[src/rtl/rotate_req_sequencer.sv]
// ---------------------------------------------------------------------------
// rotate_req_sequencer
//
// Front-end for an external combinational right rotator. Rotate requests
// are accepted over a valid/ready interface into a small FIFO. Left rotates
// are turned into the equivalent right amount as they are pushed. The FIFO
// head is loaded into the S1 register (rot_a/rot_amt), which feeds the
// rotator. The rotator result rot_y is captured into the S2 register
// (out_data), which is presented downstream with valid/ready backpressure.
//
// Handshake semantics (both sides): a transfer happens on a rising clk
// edge where valid and ready are both high. in_ready is a function of FIFO
// occupancy only. out_valid never depends on out_ready.
//
// Ports:
//   clk        in   single clock, rising edge
//   reset_n    in   asynchronous active-low reset
//   in_valid   in   request valid
//   in_ready   out  request can be accepted (FIFO not full)
//   in_data    in   [DATA_W] operand to rotate
//   in_amt     in   [AMT_W]  rotate amount
//   in_left    in   1 = rotate left, 0 = rotate right
//   rot_a      out  [DATA_W] registered operand to the rotator
//   rot_amt    out  [AMT_W]  registered right-rotate amount to the rotator
//   rot_y      in   [DATA_W] combinational result from the rotator
//   out_valid  out  result valid
//   out_ready  in   downstream accepts the result
//   out_data   out  [DATA_W] registered rotated result
//   busy       out  any FIFO entry, S1 or S2 occupied
// ---------------------------------------------------------------------------
module rotate_req_sequencer #(
    parameter int DATA_W     = 8,
    parameter int AMT_W      = 3,
    parameter int FIFO_DEPTH = 4
) (
    input  logic              clk,
    input  logic              reset_n,
    input  logic              in_valid,
    output logic              in_ready,
    input  logic [DATA_W-1:0] in_data,
    input  logic [AMT_W-1:0]  in_amt,
    input  logic              in_left,
    output logic [DATA_W-1:0] rot_a,
    output logic [AMT_W-1:0]  rot_amt,
    input  logic [DATA_W-1:0] rot_y,
    output logic              out_valid,
    input  logic              out_ready,
    output logic [DATA_W-1:0] out_data,
    output logic              busy
);

    localparam int PTR_W = $clog2(FIFO_DEPTH);
    localparam int CNT_W = PTR_W + 1;
    localparam int ENT_W = DATA_W + AMT_W;

    localparam logic [CNT_W-1:0] CNT_FULL = CNT_W'(FIFO_DEPTH);

    // FIFO storage: each entry is {right_amount, operand}
    logic [ENT_W-1:0] mem_q [FIFO_DEPTH];
    logic [PTR_W-1:0] wr_ptr_q, wr_ptr_d;
    logic [PTR_W-1:0] rd_ptr_q, rd_ptr_d;
    logic [CNT_W-1:0] count_q, count_d;

    // S1: operand/amount presented to the rotator
    logic              s1_valid_q, s1_valid_d;
    logic [DATA_W-1:0] rot_a_q, rot_a_d;
    logic [AMT_W-1:0]  rot_amt_q, rot_amt_d;

    // S2: captured rotator result
    logic              s2_valid_q, s2_valid_d;
    logic [DATA_W-1:0] out_data_q, out_data_d;

    logic             push;
    logic             pop;
    logic             s2_adv;
    logic             s1_load;
    logic [AMT_W-1:0] amt_conv;
    logic [ENT_W-1:0] head;

    // -----------------------------------------------------------------------
    // Control
    // -----------------------------------------------------------------------
    // in_ready looks only at the registered count, so a full FIFO refuses a
    // request even in a cycle where the head is popped.
    assign in_ready = (count_q != CNT_FULL);
    assign push     = in_valid & in_ready;

    assign s2_adv   = s1_valid_q & (~s2_valid_q | out_ready);
    // No bypass: S1 only ever loads from an entry already stored in the FIFO.
    assign s1_load  = (count_q != '0) & (~s1_valid_q | s2_adv);
    assign pop      = s1_load;

    // Left by k equals right by (2^AMT_W - k) mod 2^AMT_W; left 0 stays 0.
    assign amt_conv = in_left ? (AMT_W'(0) - in_amt) : in_amt;

    assign head     = mem_q[rd_ptr_q];

    // -----------------------------------------------------------------------
    // Next-state logic
    // -----------------------------------------------------------------------
    always_comb begin
        wr_ptr_d = wr_ptr_q;
        rd_ptr_d = rd_ptr_q;
        count_d  = count_q;

        // Pointers wrap naturally because FIFO_DEPTH is a power of two.
        if (push) begin
            wr_ptr_d = wr_ptr_q + PTR_W'(1);
        end
        if (pop) begin
            rd_ptr_d = rd_ptr_q + PTR_W'(1);
        end

        case ({push, pop})
            2'b10:   count_d = count_q + CNT_W'(1);
            2'b01:   count_d = count_q - CNT_W'(1);
            default: count_d = count_q;
        endcase
    end

    always_comb begin
        s1_valid_d = s1_valid_q;
        rot_a_d    = rot_a_q;
        rot_amt_d  = rot_amt_q;

        // S1 registers only change on a load; otherwise they hold, even when
        // S1 has emptied, so the rotator input stays quiet.
        if (s1_load) begin
            s1_valid_d = 1'b1;
            rot_a_d    = head[DATA_W-1:0];
            rot_amt_d  = head[ENT_W-1:DATA_W];
        end else if (s2_adv) begin
            s1_valid_d = 1'b0;
        end
    end

    always_comb begin
        s2_valid_d = s2_valid_q;
        out_data_d = out_data_q;

        if (s2_adv) begin
            s2_valid_d = 1'b1;
            out_data_d = rot_y;
        end else if (s2_valid_q & out_ready) begin
            s2_valid_d = 1'b0;
        end
    end

    // -----------------------------------------------------------------------
    // State registers
    // -----------------------------------------------------------------------
    always_ff @(posedge clk or negedge reset_n) begin
        if (!reset_n) begin
            for (int i = 0; i < FIFO_DEPTH; i++) begin
                mem_q[i] <= '0;
            end
        end else if (push) begin
            mem_q[wr_ptr_q] <= {amt_conv, in_data};
        end
    end

    always_ff @(posedge clk or negedge reset_n) begin
        if (!reset_n) begin
            wr_ptr_q   <= '0;
            rd_ptr_q   <= '0;
            count_q    <= '0;
            s1_valid_q <= 1'b0;
            rot_a_q    <= '0;
            rot_amt_q  <= '0;
            s2_valid_q <= 1'b0;
            out_data_q <= '0;
        end else begin
            wr_ptr_q   <= wr_ptr_d;
            rd_ptr_q   <= rd_ptr_d;
            count_q    <= count_d;
            s1_valid_q <= s1_valid_d;
            rot_a_q    <= rot_a_d;
            rot_amt_q  <= rot_amt_d;
            s2_valid_q <= s2_valid_d;
            out_data_q <= out_data_d;
        end
    end

    // -----------------------------------------------------------------------
    // Outputs
    // -----------------------------------------------------------------------
    assign rot_a     = rot_a_q;
    assign rot_amt   = rot_amt_q;
    assign out_valid = s2_valid_q;
    assign out_data  = out_data_q;
    assign busy      = (count_q != '0) | s1_valid_q | s2_valid_q;

endmodule

[config.mk]
export PLATFORM = sky130hd
export DESIGN_NAME = rotate_req_sequencer
export DESIGN_NICKNAME = d
export VERILOG_FILES = /design/src/rtl/rotate_req_sequencer.sv
export SDC_FILE = /design/constraint.sdc
export NUM_CORES = 1
export LEC_CHECK = 0
export ABC_AREA = 1
export BUFFER_PORTS_ARGS = -buffer_cell sky130_fd_sc_hd__buf_2
export CAP_MARGIN = 20
export CORE_UTILIZATION = 25
export DETAILED_ROUTE_END_ITERATION = 10
export PLACE_DENSITY = 0.52
export SLEW_MARGIN = 20
export SYNTH_ARGS = -nofsm -noshare
export SYNTH_HDL_FRONTEND = slang
export SYNTH_SLANG_ARGS = --single-unit
[constraint.sdc]
create_clock -name clk -period 1.6 [get_ports clk]
set_input_delay 0.32 -clock clk [delete_from_list [all_inputs] [get_ports clk]]
set_output_delay 0.32 -clock clk [all_outputs]
set_load 0.02 [all_outputs]
==> results.txt <==
----------------------------------------------------
[Power and ir drop]
  Worst-case vdd ir drop ... 649 µV
  Leakage component of the power ... 0.00234 µW
  Cell Pwr Density ... 2090 nW/µm²
  Post-route total power ... 9070 µW

[Critical path]
  Cell family with most CP delay ... simple AND/OR/NAND/NOR gates
  Largest stage delay on the critical path ... 400 ps
  Worst EP arrival ... 1470 ps
  Worst setup startpoint ... count_q[0]$_DFFE_PN0P_
  Endpoint kind of the worst setup timing path ... output pin
  Reg-to-reg critical path startpoint ... count_q[0]$_DFFE_PN0P_
  Worst path slowest cell ... sky130_fd_sc_hd__dfrtp_1
  Buffers plus inverters on the worst setup path ... 1
  Required time of the critical path ... 1280 ps
  Category of the worst setup path launch point ... flip-flop
  List of cells traversed by the critical path ... nor2_4 > nand2_2 > or3_1 > buf_6
  CP Class ... reg2out
  Max Fanout on Critical Path ... 2

[Placement]
  Worst setup timing slack at the placement stage ... -44.5 ps
  Final RePlAce weighted congestion ... 0.756
  Half-perimeter wire length after detailed placement ... 5220 µm
  Number of port buffers ... 45

[CTS]
  Clock tree from TritonCTS ... yes
  Max Buffers Root-to-Sink ... 2
  Number of H-tree branching levels ... 3
  TritonCTS Buffers ... 9
  Buffer cell driving the clock tree root ... sky130_fd_sc_hd__clkbuf_16
  Clock latency at the later pin of the worst-skew pair ... 330 ps
  CTS Sinks ... 72
  CTS clock-pin slew for the worst setup and hold paths ... 60 ps

[Detailed routing]
  Routed Antenna Nets ... 0
  Wire length after detailed routing ... 7690 µm
  Number of DRC markers in iteration 0 ... 94
  Detail-routed via count per cell ... 4.02
  Vias post-DR ... 2668
  Per-cell routed wire length ... 11.6 µm
  Detailed-route DRC error count ... 0
  Detailed Routing Iterations Pass 1 ... 4

[Job]
  Maxcap violations ... 0

[Global route]
  Overall track demand over capacity in global routing ... 0.118
  Initial antenna violation count ... 0
  Maximum number of pins on one net before global-route repair ... 36
  Via count of the first global-routing pass ... 2690
  Aggregate global routing overflow ... 0
  Wire length of the first global-routing pass ... 13200 µm

[Die]
  Overall die width ... 120 µm
  Initial Utilization ... 0.259
  Standard-cell rows ... 42
  Std-Cell Core Area ... 13300 µm²
  I/O pin total ... 46
  Die footprint ... 14300 µm²
  Die Y-Extent ... 120 µm

[Cells and area]
  Count of filler cells inserted in the layout ... 1442
  Proportion of layout cells with a drive suffix above 1 ... 0.213
  Area of the multi-input gates ... 1300 µm²
  Layout Nets ... 516
  Register Area ... 1800 µm²
  Antenna cell count ... 0
  Area added between synthesis and finish ... 25.6%

[Synth]
  Number of register bits inferred by synthesis ... 72
  Synth Instances ... 421
  Share of synthesized area occupied by flip-flops and latches ... 0.522
  Average instance area after synthesis ... 8.20 µm²
  Number of warnings reported in the yosys synthesis log ... 0
  Largest area contributor in the netlist ... sky130_fd_sc_hd__dfrtp_1
  Netlist Area Pre-Place ... 3450 µm²
  Yosys top cell area share ... 0.522
  Syn_nets ... 452
  Number of library cell types mapped by synthesis ... 24
  Largest cells by area after synthesis ... sky130_fd_sc_hd__dfrtp_1 (52%), sky130_fd_sc_hd__nand2_1 (18%), sky130_fd_sc_hd__inv_1 (7.1%)

[Hold path]
  Start point of the worst hold path ... rot_y[7]
  Worst hold path type ... in2reg

[STA]
  Slew at the pin closest to its max-slew limit ... 442 ps
  Setup repair after global routing missed its margin ... true
  Period utilization ... 1.12
  Min cycle time layout ... 1790 ps
  Final Max Tran Viols ... 0
  Final hold violations ... 0
  Highest clock rate ... 0.559 GHz
  Worst clock skew on the final layout ... 6.26 ps
  Setup WS post-layout ... -188 ps
  Slew HR ... 0.705
  # setup viols final ... 4

[Run status]
  Failing checks ... setup timing
  Outcome ... complete, but fails checks

----------------------------------------------------
-- per-stage QoR --
step                hold WS (ps)  TNS [ps]  utilization  instance area [µm²]  instances
floorplan                   24.4      -193            -                 3480        421
global placement             268         0        0.297                 3970        643
detailed placement           262     -44.5        0.297                 3970        643
CTS                          212      -374        0.318                 4250        659
global route                 225      -726        0.325                 4340        664
finish                       227      -434        0.325                 4340        664
-- layer usage --
metal | track usage | share of wire
met3 | 0.0304 | 0.036
met1 | 0.153 | 0.47
met4 | 0.0492 | 0.015
met5 | 0 | 0
met2 | 0.188 | 0.48
-- sequential cells by signal, indices dropped and copies added, names as in the netlist --
signal      flops
out_data        8
rd_ptr_q        2
wr_ptr_q        2
out_valid       1
mem_q          44
rot_a           8
s1_valid_q      1
count_q         3
rot_amt         3
-- layout make-up --
class | count | share of cell area
Sequential cell | 72 | 0.416
Multi-Input combinational cell | 265 | 0.300
Timing Repair Buffer | 70 | 0.118
Inverter | 67 | 0.0580
Clock buffer | 12 | 0.0545
Tap cell | 176 | 0.0508
Clock inverter | 2 | 0.00231
-- cell usage after synthesis (all sizes together) --
| cell type | n |
|---|---|
| dfrtp | 72 |
| nand3b | 1 |
| inv | 67 |
| xnor2 | 2 |
| buf | 15 |
| clkbuf | 2 |
| ha | 6 |
| xor2 | 3 |
| a21oi | 1 |
| nand2 | 165 |
| or3 | 1 |
| o21ai | 46 |
| nor2 | 2 |
| fa | 1 |
| nand3 | 37 |
-- power breakdown --
| group | leakage, µW | switching, µW | internal, µW | total [µW] |
|---|---|---|---|---|
| Combinational | 0.00132 | 2540 | 1660 | 4200 |
| Clock | 0.000122 | 675 | 1030 | 1700 |
| Sequential | 0.000891 | 461 | 2700 | 3160 |
-- cells by family (layout without fill, tap and decap cells) --
family	Yosys count	count (layout)	share of synthesized area
compound gates	47	47	0.0768
xor+xnor	5	5	0.0127
fa+ha+maj	7	7	0.0275
buf+inv	84	151	0.110
flops	72	72	0.522
simple gates	206	206	0.251
-- worst reg2reg max path, stage by stage (launching register included) --
cell                       delay [ps]
sky130_fd_sc_hd__dfrtp_1          400
sky130_fd_sc_hd__nor2_4           140
sky130_fd_sc_hd__buf_6            110
sky130_fd_sc_hd__nand2_4           50
sky130_fd_sc_hd__nand2_4           70
sky130_fd_sc_hd__ha_4             130
sky130_fd_sc_hd__inv_2             40
sky130_fd_sc_hd__fa_2             330
sky130_fd_sc_hd__nand2_1           70
sky130_fd_sc_hd__nand3b_1          90
sky130_fd_sc_hd__xor2_1           170
-- worst paths after layout --
check / to / slack (ps) / depth (start not counted)
worst max register to register: count_q[2]$_DFFE_PN0P_ / -120 / 10
worst min-delay path: out_data[7]$_DFFE_PN0P_ / 230 / 3
max in group asynchronous: mem_q[18]$_DFFE_PN0P_ / 630 / 3
worst max-delay path: busy / -190 / 4
worst min register to register: out_data[5]$_DFFE_PN0P_ / 460 / 2
min in group asynchronous: out_data[7]$_DFFE_PN0P_ / 440 / 2
-- cells in the final DEF, fill, tap and decap left out, types with 4 or more instances in the layout --
cell                          n
sky130_fd_sc_hd__o21ai_0     27
sky130_fd_sc_hd__clkbuf_16    9
sky130_fd_sc_hd__o21ai_1     11
sky130_fd_sc_hd__dfrtp_1     71
sky130_fd_sc_hd__buf_6        5
sky130_fd_sc_hd__buf_4       14
sky130_fd_sc_hd__buf_2       43
sky130_fd_sc_hd__ha_1         5
sky130_fd_sc_hd__nand3_1     32
sky130_fd_sc_hd__nand2_1    161
sky130_fd_sc_hd__buf_12       4
sky130_fd_sc_hd__o21ai_2      8
sky130_fd_sc_hd__nand3_2      5
sky130_fd_sc_hd__inv_1       64
-- repair_timing --
item	in CTS	in global routing
setup endpoints to repair	4	4
buffers inserted	1	5
gates resized for setup	3	11
pin swaps	1	4
hold endpoints to repair	13	0
hold buffers	1	0
Note: power is estimated with default switching activity, not from simulation.
